`src/rtl/robin_host_pkg.sv`:
```
// Shared constants for the robin host controller: command opcodes, register-dump window and FSM states.
// Pure declarations, no logic.
package robin_host_pkg;

  localparam logic [7:0] CMD_LOAD  = 8'h01;
  localparam logic [7:0] CMD_READ  = 8'h02;
  localparam logic [7:0] CMD_RUN   = 8'h03;
  localparam logic [7:0] CMD_STOP  = 8'h04;
  localparam logic [7:0] REPLY_ERR = 8'hFF;

  localparam int DUMP_BASE = 2;
  localparam int DUMP_LEN  = 64;

  typedef enum logic [3:0] {
    S_IDLE,
    S_ARGS,
    S_LDATA,
    S_LWRITE,
    S_RADDR,
    S_RWAIT,
    S_RCAP,
    S_RSEND,
    S_RUNWAIT,
    S_REPLY
  } state_e;

endpackage

```
`src/rtl/cpu_host.sv`:
```
// UART-driven host for the robin CPU: loads/reads memory, runs the CPU and returns its register dump.
// Writes take 2 cycles per byte, reads 4 cycles per byte plus tx stall; rx_ready drops whenever a byte cannot be taken.
module cpu_host
  import robin_host_pkg::*;
#(
  parameter int addr_width = 9
) (
  input  logic                  clk,
  input  logic                  reset,
  input  logic [7:0]            rx_data,
  input  logic                  rx_valid,
  output logic                  rx_ready,
  output logic [7:0]            tx_data,
  output logic                  tx_valid,
  input  logic                  tx_ready,
  output logic [addr_width-1:0] mem_raddr,
  output logic [addr_width-1:0] mem_waddr,
  output logic [7:0]            mem_data_in,
  input  logic [7:0]            mem_data_out,
  output logic                  mem_write,
  output logic                  mem_owner,
  output logic                  cpu_reset,
  output logic                  cpu_halt,
  input  logic                  cpu_halted,
  output logic [addr_width-1:0] start_address
);

  state_e                state_q, state_d;
  logic [7:0]            cmd_q, cmd_d;
  logic [1:0]            argcnt_q, argcnt_d;
  logic [23:0]           args_q, args_d;
  logic [addr_width-1:0] addr_q, addr_d;
  logic [15:0]           len_q, len_d;
  logic [7:0]            tx_data_q, tx_data_d;
  logic                  tx_valid_q, tx_valid_d;
  logic [addr_width-1:0] mem_raddr_q, mem_raddr_d;
  logic [addr_width-1:0] mem_waddr_q, mem_waddr_d;
  logic [7:0]            mem_data_in_q, mem_data_in_d;
  logic                  mem_write_q, mem_write_d;
  logic                  mem_owner_q, mem_owner_d;
  logic                  cpu_reset_q, cpu_reset_d;
  logic                  cpu_halt_q, cpu_halt_d;
  logic [addr_width-1:0] start_address_q, start_address_d;

  logic        rx_fire;
  logic        tx_fire;
  logic [31:0] arg_word;

  // A halt seen in RUNWAIT takes priority over any byte offered that cycle.
  always_comb begin
    rx_ready = 1'b0;
    case (state_q)
      S_IDLE, S_ARGS, S_LDATA: rx_ready = 1'b1;
      S_RUNWAIT:               rx_ready = ~cpu_halted;
      default:                 rx_ready = 1'b0;
    endcase
  end

  assign rx_fire  = rx_valid & rx_ready;
  assign tx_fire  = tx_valid_q & tx_ready;
  assign arg_word = {args_q, rx_data};

  always_comb begin
    state_d         = state_q;
    cmd_d           = cmd_q;
    argcnt_d        = argcnt_q;
    args_d          = args_q;
    addr_d          = addr_q;
    len_d           = len_q;
    tx_data_d       = tx_data_q;
    tx_valid_d      = tx_valid_q;
    mem_raddr_d     = mem_raddr_q;
    mem_waddr_d     = mem_waddr_q;
    mem_data_in_d   = mem_data_in_q;
    mem_write_d     = 1'b0;
    mem_owner_d     = mem_owner_q;
    cpu_reset_d     = cpu_reset_q;
    cpu_halt_d      = cpu_halt_q;
    start_address_d = start_address_q;

    case (state_q)
      S_IDLE: begin
        if (rx_fire) begin
          cmd_d = rx_data;
          case (rx_data)
            CMD_LOAD, CMD_READ: begin argcnt_d = 2'd3; state_d = S_ARGS; end
            CMD_RUN:            begin argcnt_d = 2'd1; state_d = S_ARGS; end
            CMD_STOP:           begin tx_data_d = CMD_STOP;  tx_valid_d = 1'b1; state_d = S_REPLY; end
            default:            begin tx_data_d = REPLY_ERR; tx_valid_d = 1'b1; state_d = S_REPLY; end
          endcase
        end
      end
      S_ARGS: begin
        if (rx_fire) begin
          args_d   = arg_word[23:0];
          argcnt_d = argcnt_q - 2'd1;
          if (argcnt_q == 2'd0) begin
            if (cmd_q == CMD_RUN) begin
              start_address_d = addr_width'(arg_word[15:0]);
              cpu_reset_d     = 1'b0;
              mem_owner_d     = 1'b0;
              state_d         = S_RUNWAIT;
            end else begin
              addr_d = addr_width'(arg_word[31:16]);
              len_d  = arg_word[15:0];
              if (arg_word[15:0] == 16'd0) begin
                if (cmd_q == CMD_LOAD) begin
                  tx_data_d  = CMD_LOAD;
                  tx_valid_d = 1'b1;
                  state_d    = S_REPLY;
                end else begin
                  state_d = S_IDLE;
                end
              end else begin
                state_d = (cmd_q == CMD_LOAD) ? S_LDATA : S_RADDR;
              end
            end
          end
        end
      end
      S_LDATA: begin
        if (rx_fire) begin
          mem_waddr_d   = addr_q;
          mem_data_in_d = rx_data;
          mem_write_d   = 1'b1;
          state_d       = S_LWRITE;
        end
      end
      S_LWRITE: begin
        addr_d = addr_q + addr_width'(1);
        len_d  = len_q - 16'd1;
        if (len_q == 16'd1) begin
          tx_data_d  = CMD_LOAD;
          tx_valid_d = 1'b1;
          state_d    = S_REPLY;
        end else begin
          state_d = S_LDATA;
        end
      end
      S_RADDR: begin
        mem_raddr_d = addr_q;
        state_d     = S_RWAIT;
      end
      S_RWAIT: state_d = S_RCAP;
      // Memory returns data two cycles after the registered address.
      S_RCAP: begin
        tx_data_d  = mem_data_out;
        tx_valid_d = 1'b1;
        state_d    = S_RSEND;
      end
      S_RSEND: begin
        if (tx_fire) begin
          tx_valid_d = 1'b0;
          addr_d     = addr_q + addr_width'(1);
          len_d      = len_q - 16'd1;
          state_d    = (len_q == 16'd1) ? S_IDLE : S_RADDR;
        end
      end
      S_RUNWAIT: begin
        if (cpu_halted) begin
          cpu_reset_d = 1'b1;
          mem_owner_d = 1'b1;
          cpu_halt_d  = 1'b0;
          tx_data_d   = CMD_RUN;
          tx_valid_d  = 1'b1;
          state_d     = S_REPLY;
        end else if (rx_fire && rx_data == CMD_STOP) begin
          cpu_halt_d = 1'b1;
        end
      end
      S_REPLY: begin
        if (tx_fire) begin
          tx_valid_d = 1'b0;
          if (cmd_q == CMD_RUN) begin
            addr_d  = addr_width'(DUMP_BASE);
            len_d   = 16'(DUMP_LEN);
            state_d = S_RADDR;
          end else begin
            state_d = S_IDLE;
          end
        end
      end
      default: state_d = S_IDLE;
    endcase
  end

  always_ff @(posedge clk) begin
    if (reset) begin
      state_q         <= S_IDLE;
      cmd_q           <= '0;
      argcnt_q        <= '0;
      args_q          <= '0;
      addr_q          <= '0;
      len_q           <= '0;
      tx_data_q       <= '0;
      tx_valid_q      <= 1'b0;
      mem_raddr_q     <= '0;
      mem_waddr_q     <= '0;
      mem_data_in_q   <= '0;
      mem_write_q     <= 1'b0;
      mem_owner_q     <= 1'b1;
      cpu_reset_q     <= 1'b1;
      cpu_halt_q      <= 1'b0;
      start_address_q <= '0;
    end else begin
      state_q         <= state_d;
      cmd_q           <= cmd_d;
      argcnt_q        <= argcnt_d;
      args_q          <= args_d;
      addr_q          <= addr_d;
      len_q           <= len_d;
      tx_data_q       <= tx_data_d;
      tx_valid_q      <= tx_valid_d;
      mem_raddr_q     <= mem_raddr_d;
      mem_waddr_q     <= mem_waddr_d;
      mem_data_in_q   <= mem_data_in_d;
      mem_write_q     <= mem_write_d;
      mem_owner_q     <= mem_owner_d;
      cpu_reset_q     <= cpu_reset_d;
      cpu_halt_q      <= cpu_halt_d;
      start_address_q <= start_address_d;
    end
  end

  assign tx_data       = tx_data_q;
  assign tx_valid      = tx_valid_q;
  assign mem_raddr     = mem_raddr_q;
  assign mem_waddr     = mem_waddr_q;
  assign mem_data_in   = mem_data_in_q;
  assign mem_write     = mem_write_q;
  assign mem_owner     = mem_owner_q;
  assign cpu_reset     = cpu_reset_q;
  assign cpu_halt      = cpu_halt_q;
  assign start_address = start_address_q;

endmodule

```
`config.mk`:
```
export PLATFORM = sky130hd
export DESIGN_NAME = cpu_host
export DESIGN_NICKNAME = d
export VERILOG_FILES = /design/src/rtl/robin_host_pkg.sv /design/src/rtl/cpu_host.sv
export SDC_FILE = /design/constraint.sdc
export NUM_CORES = 1
export LEC_CHECK = 0
export BUFFER_PORTS_ARGS = -buffer_cell sky130_fd_sc_hd__clkbuf_2
export CAP_MARGIN = 0
export CORE_UTILIZATION = 46
export DETAILED_ROUTE_END_ITERATION = 10
export GPL_ROUTABILITY_DRIVEN = 0
export PLACE_DENSITY = 0.66
export SETUP_SLACK_MARGIN = 0.1
export SYNTH_ARGS = -nofsm -noshare
export SYNTH_HDL_FRONTEND = slang
export SYNTH_SLANG_ARGS = --single-unit
```
`constraint.sdc`:
```
create_clock -name clk -period 3.3 [get_ports clk]
set_clock_uncertainty 0.05 [all_clocks]
set_input_delay 0.66 -clock clk [delete_from_list [all_inputs] [get_ports clk]]
set_output_delay 0.66 -clock clk [all_outputs]
set_load 0.02 [all_outputs]
```
==> results of run 1 <==
worst max path at each step:
stage,slack (ns),startpoint,cells after the start,endpoint
4_1_cts,0.58,state_q[0]$_SDFFE_PP0P_,5,start_address[6]$_SDFFE_PP0P_
5_1_grt,0.41,state_q[0]$_SDFFE_PP0P_,5,start_address[5]$_SDFFE_PP0P_
6_report,0.60,state_q[0]$_SDFFE_PP0P_,5,start_address[6]$_SDFFE_PP0P_
3_5_place_dp,0.54,rx_data[4],7,tx_data[4]$_SDFFE_PP0P_
3_3_place_gp,0.61,rx_data[4],7,tx_data[7]$_SDFFE_PP0P_
2_1_floorplan,1.05,rx_data[4],5,tx_data[7]$_SDFFE_PP0P_
cell families (layout without fill, tap and decap cells):
| kind of cell | count (synthesis) | in the layout | synth area share (%) |
|---|---|---|---|
| simple gates | 236 | 236 | 24.31 |
| xor+xnor | 3 | 3 | 0.5045 |
| flops | 103 | 103 | 39.59 |
| fa+ha+maj | 4 | 4 | 0.9609 |
| buf+inv | 66 | 122 | 5.765 |
| mux | 38 | 38 | 7.495 |
| compound gates | 156 | 156 | 21.38 |
flip-flops by register name, indices dropped and copies added, names as in the netlist, 2 cells and up:
signal / cells
args_q: 17
len_q: 16
addr_q: 9
mem_raddr: 9
mem_waddr: 9
start_address: 9
cmd_q: 8
mem_data_in: 8
tx_data: 8
state_q: 4
argcnt_q: 2
cell usage after synthesis, types with 5 or more instances:
library cell and count:
a211oi_1 8, a21oi_1 55, a221oi_2 6, a22oi_1 5
a31oi_1 6, buf_2 14, buf_4 5, clkbuf_1 24
dfxtp_1 103, inv_1 20, mux2i_1 35, nand2_1 83
nand3_1 15, nand4_1 8, nor2_1 59, nor3_1 12
nor3b_1 8, nor4_1 9, o21ai_0 10, o311ai_1 5
o31ai_1 18
cell type report:
cell class	count	area (µm²)
clock inverters	6	57.56
flip-flops and latches	103	2062
repair buffers	86	475.5
fillers	1073	5005
well taps	140	175.2
inverters	20	75.07
multi-input cells	437	2846
clock buffers	10	239.0
layer usage:
layer  vias up  routed length (µm)  global-route usage [%]
met1      2333                6627                   35.93
met5         -                   0                       0
met4         0                 252                   9.073
met3        27                 891                   5.003
li1       2324                   -                       -
met2       186                6703                   40.10
power by group through the flow:
stage | registers [mW] | logic [mW] | clock network, mW
2_1_floorplan | 1.65 | 1.66 | 0
3_3_place_gp | 1.73 | 2.06 | 0
3_5_place_dp | 1.74 | 2.08 | 0
4_1_cts | 1.71 | 2.10 | 1.09
5_1_grt | 1.76 | 2.32 | 1.14
6_report | 1.72 | 2.13 | 1.08
worst max-delay path: cells and delay by family (launching register included):
family / cells / cell delay, ns
DFF: 1 / 0.80
muxes: 1 / 0.35
and+or+nand+nor: 4 / 1.35
per-stage QoR:
stage	hold slack [ns]	cells	cell area (µm²)
after floorplan	0.3812	606	5209
after global placement	0.3914	786	5634
after detailed placement	0.3974	786	5634
after CTS	0.4083	802	5931
after global routing	0.4277	802	5931
final	0.4069	802	5931
layout by cell type, fill, tap and decap left out, types with 4 or more instances in the layout:
cell type / n
nor2_1: 59
or4_1: 4
a22oi_1: 5
mux2i_1: 35
clkbuf_16: 9
a211oi_1: 8
nor4_1: 9
dfxtp_1: 103
o211ai_1: 4
o311ai_0: 4
a31oi_1: 6
a221oi_2: 6
nor3b_1: 8
o31ai_1: 18
clkbuf_2: 68
nand2_1: 83
a311oi_1: 4
ha_1: 4
inv_1: 20
nor3_1: 12
o21ai_0: 10
o311ai_1: 5
nand3_1: 15
buf_4: 18
and2_1: 4
a21oi_1: 55
nand4_1: 8
==> impl_metrics.py, run 1 <==
metrics = {
    "critical_path": {
        "critPathKind": "reg2reg",
        "timing.rr.start": "state_q[0]$_SDFFE_PP0P_",
        "crit_arrival_ns": 2.86,
        "reg2reg_to": "start_address[6]$_SDFFE_PP0P_",
        "setup.reg_to_reg.worst_slack_ns": 0.60,
        "critical_path.cell_chain": "nor4b_2 -> and2_1 -> nand4_1 -> mux2i_1 -> nor2_1",
        "path_max_fanout": 19,
        "end_kind": "register",
        "reg2reg_depth": 5,
        "cp.required_ns": 3.47,
        "cpMaxStageDelayCell": "dfxtp_1",
        "slowest_delay_ns": 0.80,
        "start_kind": "register",
    },
    "placed_design": {
        "detailedPlace.worstSlack_ns": 0.5377,
        "port_buffers": 69,
        "dp_hpwl_um": 9994,
    },
    "floorplanning": {
        "core-area_mm2": 0.01094,
        "initial_core_util_pct": 47.63,
        "io_pins": 70,
        "dieArea_mm2": 0.01175,
        "fp.dieW_um": 108.4,
        "placementRows": 38,
        "die_y_um": 108.4,
    },
    "sta": {
        "fin_crit_sh_pct": 81.70,
        "finalHoldViolCount": 0,
        "tightest_slew_ns": 0.7305,
        "grt_setup_unrepaired": "false",
        "fmax_mhz": 370.9,
        "drv_slew": 0,
        "maxSlewHeadroom_pct": 51.23,
        "fin_tns_setup_ns": 0,
        "finalSetupViolCount": 0,
        "fin_crit_ns": 2.696,
        "setup_ws_ns": 0.6040,
    },
    "pwr": {
        "leakagePower_nw": 2.441,
        "total_power_mw": 4.929,
        "pwr-share-clk_pct": 21.9,
        "p_int_mw": 2.799,
        "ir_drop_mv": 0.3386,
        "p_per_area_mw_per_mm2": 831.1,
        "switching_share_pct": 43.22,
        "p_comb_share_pct": 43.2,
        "p_sw_mw": 2.130,
        "pwr-share-seq_pct": 34.9,
    },
    "logic_synthesis": {
        "async_flop_share_pct": 0,
        "synth-seq-cells": 103,
        "avgSynthCellArea_um2": 8.595,
        "ys.flop_type": "dfxtp_1",
        "synth_nets": 631,
        "syn_area_mm2": 0.005209,
        "synth_top_area_cell": "dfxtp_1",
        "synth-seq-area-share_pct": 39.59,
        "synth.distinct_cells": 76,
        "synthCells": 606,
        "synth_edf_count": 0,
        "yosysWarnings": 0,
        "synth_top_area_share_pct": 39.59,
        "synth.area.top_cells": "dfxtp_1 40%, mux2i_1 6.7%, nand2_1 6.0%",
    },
    "cells_and_area": {
        "fin_util_pct": 54.23,
        "n_antenna_cell": 0,
        "fin_nets": 682,
        "areaGrowthSynthToFinish_pct": 13.86,
        "drive_gt1_share_pct": 20.09,
    },
    "grt": {
        "grt_pass1_vias": 4571,
        "antenna_found_initial": 0,
        "grt.overflow.total": 0,
        "track_usage_pct": 25.96,
        "grt_pass1_wl_um": 23710,
        "grt_max_degree": 53,
    },
    "route": {
        "dr_total_vias": 4870,
        "ant_nets": 0,
        "finalWirelength_um": 14480,
        "vias_per_cell": 6.072,
        "drt_iter0_drc": 556,
        "avgRoutedWirePerCell_um": 18.05,
        "dr.pass1.iters": 6,
        "drcViolationCount": 0,
    },
    "cts": {
        "clock_latency_ns": 0.35,
        "htreeDepth": 3,
        "ctsHoldBuffers": 0,
        "cts_buffer_depth": 2,
        "ctsResizeCount": 0,
        "cts_buffers": 9,
        "path_clk_slew_ns": 0.07,
        "clock_sink_count": 103,
        "root_buffer": "clkbuf_16",
        "cts_tree": "done",
        "cts_setup_buffers": 0,
    },
    "hold_path": {
        "hold_start": "args_q[12]$_SDFFE_PP0P_",
        "whs_endpoint": "args_q[12]$_SDFFE_PP0P_",
        "hold_class": "reg2reg",
        "hold_depth": 2,
    },
    "job": {
        "max_cap_violations": 0,
    },
    "run_status": {
        "status": "finished, final reports clean",
    },
}
No activity file was read; power rests on OpenSTA's default activity.
==> run 2, diff against run 1 <==
==> constraint.sdc (replaced) <==
create_clock -name clk -period 2.8 [get_ports clk]
set_clock_uncertainty 0.05 [all_clocks]
set_input_delay 0.56 -clock clk [delete_from_list [all_inputs] [get_ports clk]]
set_output_delay 0.56 -clock clk [all_outputs]
set_load 0.02 [all_outputs]
==> run 2 against run 1 <==
Against the previous run: routed wire length shrank 1.3%; sequential share of layout area shrank 0.43 points; register-to-register slack lost 0.34 ns; maximum frequency grew 6.1%; global-route usage shrank 0.34 points; via count is essentially flat; first-iteration DRC count shrank 2.9%; non-clock buffer count grew 6; clock power grew 22%; worst setup slack lost 0.34 ns; count of clock-buffer cells in the layout is the same; critical path type unchanged.
==> impl_metrics.py, run 2 (same netlist as run 1, synthesis figures left out) <==
metrics = {
    "run_status": {
        "status": "finished, final reports clean",
    },
    "route": {
        "drt_iter0_drc": 540,
        "vias_per_cell": 6.031,
        "drcViolationCount": 0,
        "avgRoutedWirePerCell_um": 17.68,
        "ant_nets": 0,
        "dr_total_vias": 4873,
        "finalWirelength_um": 14290,
        "dr.pass1.iters": 5,
    },
    "floorplanning": {
        "die_y_um": 108.4,
        "initial_core_util_pct": 47.63,
        "placementRows": 38,
        "core-area_mm2": 0.01094,
        "fp.dieW_um": 108.4,
        "dieArea_mm2": 0.01175,
        "io_pins": 70,
    },
    "pwr": {
        "pwr-share-clk_pct": 22.3,
        "pwr-share-seq_pct": 33.8,
        "p_comb_share_pct": 43.8,
        "p_sw_mw": 2.503,
        "p_int_mw": 3.419,
        "ir_drop_mv": 0.4313,
        "leakagePower_nw": 2.480,
        "p_per_area_mw_per_mm2": 986.1,
        "switching_share_pct": 42.26,
    },
    "sta": {
        "tightest_slew_ns": 0.6154,
        "finalSetupViolCount": 0,
        "fin_tns_setup_ns": 0,
        "drv_slew": 0,
        "grt_setup_unrepaired": "false",
        "fmax_mhz": 393.6,
        "finalHoldViolCount": 0,
        "maxSlewHeadroom_pct": 58.93,
        "fin_crit_ns": 2.541,
        "fin_crit_sh_pct": 90.73,
        "hold_ws_ns": 0.3996,
    },
    "hold_path": {
        "hold_class": "in2reg",
        "hold_start": "mem_data_out[7]",
        "hold_depth": 3,
        "whs_endpoint": "tx_data[7]$_SDFFE_PP0P_",
    },
    "critical_path": {
        "reg2reg_to": "len_q[15]$_SDFFE_PP0P_",
        "timing.rr.start": "state_q[3]$_SDFFE_PP0P_",
        "critPathKind": "reg2reg",
        "start_kind": "register",
        "setup.reg_to_reg.worst_slack_ns": 0.26,
        "reg2reg_depth": 6,
        "slowest_delay_ns": 0.47,
        "path_max_fanout": 18,
        "crit_arrival_ns": 2.69,
        "end_kind": "register",
        "cp.required_ns": 2.95,
        "cpMaxStageDelayCell": "dfxtp_1",
        "critical_path.cell_chain": "buf_4 -> nor2_1 -> a31oi_1 -> mux2_4 -> nor2_2 -> a311oi_1",
    },
    "cts": {
        "cts_buffer_depth": 2,
        "htreeDepth": 3,
        "clock_latency_ns": 0.35,
        "cts_buffers": 9,
        "path_clk_slew_ns": 0.08,
        "ctsHoldBuffers": 0,
        "cts_setup_buffers": 0,
        "clock_sink_count": 103,
        "ctsResizeCount": 0,
        "cts_tree": "done",
        "root_buffer": "clkbuf_16",
    },
    "cells_and_area": {
        "areaGrowthSynthToFinish_pct": 15.30,
        "largest_register": "args_q",
        "drive_gt1_share_pct": 20.81,
        "fin_nets": 688,
        "largest_reg_flops": 17,
        "final_common_cell": "dfxtp_1",
        "mostFrequentLayoutCells": "103 x dfxtp_1, 83 x nand2_1, 68 x clkbuf_2",
        "n_antenna_cell": 0,
        "top_regs": "args_q x17, len_q x16",
    },
    "grt": {
        "grt.overflow.total": 0,
        "antenna_found_initial": 0,
        "track_usage_pct": 25.61,
        "grt_pass1_wl_um": 23590,
        "grt_max_degree": 101,
        "grt_pass1_vias": 4606,
    },
    "placed_design": {
        "port_buffers": 69,
        "dp_hpwl_um": 9914,
    },
    "job": {
        "max_cap_violations": 0,
    },
}
## run 2: cell count changes in the layout (fill, tap and decap cells not counted), sizes merged
| cell | previous run | this run |
|---|---|---|
| buf | 18 | 24 |
| bufinv | 0 | 1 |
| clkinv | 1 | 0 |
| clkinvlp | 0 | 1 |
| inv | 25 | 24 |
## run 2: per-layer routing
layer,global-route usage [%],routed length [µm]
met1,35.96,6586
met2,40.05,6524
met3,4.159,949
met4,7.915,227
met5,0,0
## run 2: worst max path at each step
stage                            start                 endpoint  slack, ns  cells after the start
2_1_floorplan               rx_data[4]  tx_data[7]$_SDFFE_PP0P_       0.65                      5
3_3_place_gp                rx_data[5]  tx_data[7]$_SDFFE_PP0P_       0.21                      7
3_5_place_dp                rx_data[5]  tx_data[7]$_SDFFE_PP0P_       0.17                      7
4_1_cts        state_q[3]$_SDFFE_PP0P_   len_q[11]$_SDFFE_PP0P_       0.32                      5
5_1_grt        state_q[3]$_SDFFE_PP0P_   len_q[11]$_SDFFE_PP0P_       0.12                      5
6_report       state_q[3]$_SDFFE_PP0P_   len_q[15]$_SDFFE_PP0P_       0.26                      6
## run 2: cell type report
cell class	count	area (µm²)
fill	1005	4930
multi-input combinational	437	2846
sequential	103	2062
timing repair buffer	92	533.0
clock buffer	10	239.0
tap	140	175.2
clock inverter	6	75.07
inverter	20	75.07
## run 2: metrics by stage
| step | power (mW) | instances | setup WS, ns | cell area [µm²] | util [%] |
|---|---|---|---|---|---|
| 5_1_grt | 6.266 | 808 | 0.1161 | 6006 | 54.92 |
| 4_1_cts | 5.891 | 808 | 0.3218 | 6006 | 54.92 |
| 6_report | 5.923 | 808 | 0.2594 | 6006 | 54.92 |
| 3_3_place_gp | 4.505 | 792 | 0.2050 | 5692 | 52.05 |
| 2_1_floorplan | 3.898 | 606 | 0.6490 | 5209 | - |
| 3_5_place_dp | 4.565 | 792 | 0.1681 | 5692 | 52.05 |
## run 2: power by group through the flow
stage / clock network [mW] / logic (mW) / registers (mW)
6_report: 1.32 / 2.60 / 2.00
5_1_grt: 1.41 / 2.82 / 2.04
4_1_cts: 1.34 / 2.55 / 2.00
3_5_place_dp: 0 / 2.54 / 2.03
3_3_place_gp: 0 / 2.49 / 2.02
2_1_floorplan: 0 / 1.95 / 1.95
## run 2: critical path: cells and delay by family, from the launching register on
kind	cells	cell delay, ns
buffers and inverters	1	0.25
AO/OA/AOI/OAI	2	0.36
AND/OR/NAND/NOR	2	0.82
multiplexers	1	0.42
flip-flops	1	0.47
==> run 3, diff against run 2 <==
--- a/config.mk
+++ b/config.mk
@@ -11,7 +11,7 @@
 export DETAILED_ROUTE_END_ITERATION = 10
 export GPL_ROUTABILITY_DRIVEN = 0
 export PLACE_DENSITY = 0.66
-export SETUP_SLACK_MARGIN = 0.1
+export RECOVER_POWER = 50
 export SYNTH_ARGS = -nofsm -noshare
 export SYNTH_HDL_FRONTEND = slang
 export SYNTH_SLANG_ARGS = --single-unit
==> run 3 against run 2 <==
Against the previous run: via count up 0.29%; global-route usage unchanged; flip-flop and latch count unchanged; first-iteration DRC count down 11%; power down 0.57%; critical path depth up 1; die area unchanged; critical path type unchanged; count of clock-buffer cells in the layout unchanged; routed wire length about the same; utilization down 0.64 points; worst hold slack worse by 0.0023 ns; largest power group unchanged.
==> impl_metrics.py, run 3 (same netlist as run 1, synthesis figures left out) <==
metrics = {
    "route": {
        "dr_total_vias": 4887,
        "drcViolationCount": 0,
        "ant_nets": 0,
        "finalWirelength_um": 14300,
        "dr.pass1.iters": 6,
        "avgRoutedWirePerCell_um": 17.69,
        "drt_iter0_drc": 480,
        "vias_per_cell": 6.048,
    },
    "critical_path": {
        "cp.required_ns": 2.97,
        "start_kind": "register",
        "timing.rr.start": "state_q[0]$_SDFFE_PP0P_",
        "crit_start": "state_q[0]$_SDFFE_PP0P_",
        "end_kind": "register",
        "critPathKind": "reg2reg",
        "reg2reg_depth": 7,
        "crit_arrival_ns": 2.72,
        "path_max_fanout": 18,
    },
    "floorplanning": {
        "fp.dieW_um": 108.4,
        "placementRows": 38,
        "core-area_mm2": 0.01094,
        "die_y_um": 108.4,
        "io_pins": 70,
        "initial_core_util_pct": 47.63,
        "dieArea_mm2": 0.01175,
    },
    "placed_design": {
        "port_buffers": 69,
        "post_dp_cell_area_mm2": 0.005692,
        "dp_hpwl_um": 9914,
    },
    "sta": {
        "tightest_slew_ns": 0.6182,
        "drv_slew": 0,
        "grt_setup_unrepaired": "false",
        "fin_tns_setup_ns": 0,
        "fmax_mhz": 392.7,
        "finalSetupViolCount": 0,
        "maxSlewHeadroom_pct": 58.78,
        "fin_crit_sh_pct": 90.96,
        "finalHoldViolCount": 0,
        "fin_crit_ns": 2.547,
    },
    "cts": {
        "cts_buffers": 9,
        "ctsResizeCount": 0,
        "cts_buffer_depth": 2,
        "clock_latency_ns": 0.35,
        "cts_tree": "done",
        "root_buffer": "clkbuf_16",
        "path_clk_slew_ns": 0.08,
        "cts_setup_buffers": 0,
        "ctsHoldBuffers": 0,
        "htreeDepth": 3,
        "clock_sink_count": 103,
    },
    "grt": {
        "track_usage_pct": 25.61,
        "grt.overflow.total": 0,
        "grt_pass1_wl_um": 23590,
        "grt_max_degree": 101,
        "antenna_found_initial": 0,
        "grt_pass1_vias": 4606,
    },
    "pwr": {
        "p_per_area_mw_per_mm2": 992.1,
        "ir_drop_mv": 0.4279,
        "leakagePower_nw": 2.310,
    },
    "cells_and_area": {
        "mostFrequentLayoutCells": "103 x dfxtp_1, 83 x nand2_1, 59 x nor2_1",
        "largest_reg_flops": 17,
        "final_common_cell": "dfxtp_1",
        "top_regs": "args_q x17, len_q x16",
        "areaGrowthSynthToFinish_pct": 13.96,
        "drive_gt1_share_pct": 13.32,
        "largest_register": "args_q",
        "n_antenna_cell": 0,
        "design_area_mm2": 0.005936,
        "fin_nets": 688,
    },
    "job": {
        "max_cap_violations": 0,
    },
    "hold_path": {
        "hold_depth": 3,
        "hold_start": "mem_data_out[7]",
        "hold_class": "in2reg",
    },
    "run_status": {
        "status": "finished, final reports clean",
    },
}
-- run 3: worst max-delay path, cell delays in order, from the launching register on --
cell and delay (ns):
dfxtp_1 0.70, clkbuf_1 0.33, a21oi_1 0.14, o21a_1 0.24, nand4_1 0.09, clkbuf_2 0.50
mux2i_1 0.27, nor2_1 0.06
-- run 3: where the power goes --
part / leakage, nW / internal [mW] / switching, mW
Sequential: 0.835 / 1.68 / 0.318
Clock: 0.152 / 0.734 / 0.592
Combinational: 1.32 / 0.975 / 1.59
-- run 3: routing by layer --
| metal | part of all wire (%) | GRT usage, % | vias up | wire length, µm |
|---|---|---|---|---|
| met4 | 1.7 | 7.915 | 0 | 244 |
| met5 | 0 | 0 | - | 0 |
| met1 | 46 | 35.96 | 2328 | 6523 |
| met2 | 45 | 40.05 | 198 | 6477 |
| met3 | 7.4 | 4.159 | 23 | 1051 |
| li1 | - | - | 2338 | - |
-- run 3: cell type report --
cell class,count,area (µm²)
fillers,1036,5000
clock inverters,6,75.07
multi-input cells,437,2846
inverters,20,75.07
clock buffers,10,239.0
repair buffers,92,462.9
flip-flops and latches,103,2062
well taps,140,175.2
-- run 3: worst paths after layout --
path         slack [ns]                         to
min                0.40    tx_data[7]$_SDFFE_PP0P_
min reg2reg        0.41    args_q[12]$_SDFFE_PP0P_
max reg2reg        0.25  mem_waddr[6]$_SDFFE_PP0P_
max                0.25  mem_waddr[6]$_SDFFE_PP0P_
-- run 3: metrics by stage --
step	hold WS (ns)	util [%]	cells	worst slack (ns)	total power [mW]
floorplan	0.3812	-	606	0.6490	3.898
global placement	0.3929	52.05	792	0.2050	4.505
detailed placement	0.3990	52.05	792	0.1681	4.565
CTS	0.3975	54.92	808	0.3218	5.891
global route	0.4018	54.28	808	0.07684	6.238
finish	0.3973	54.28	808	0.2532	5.889
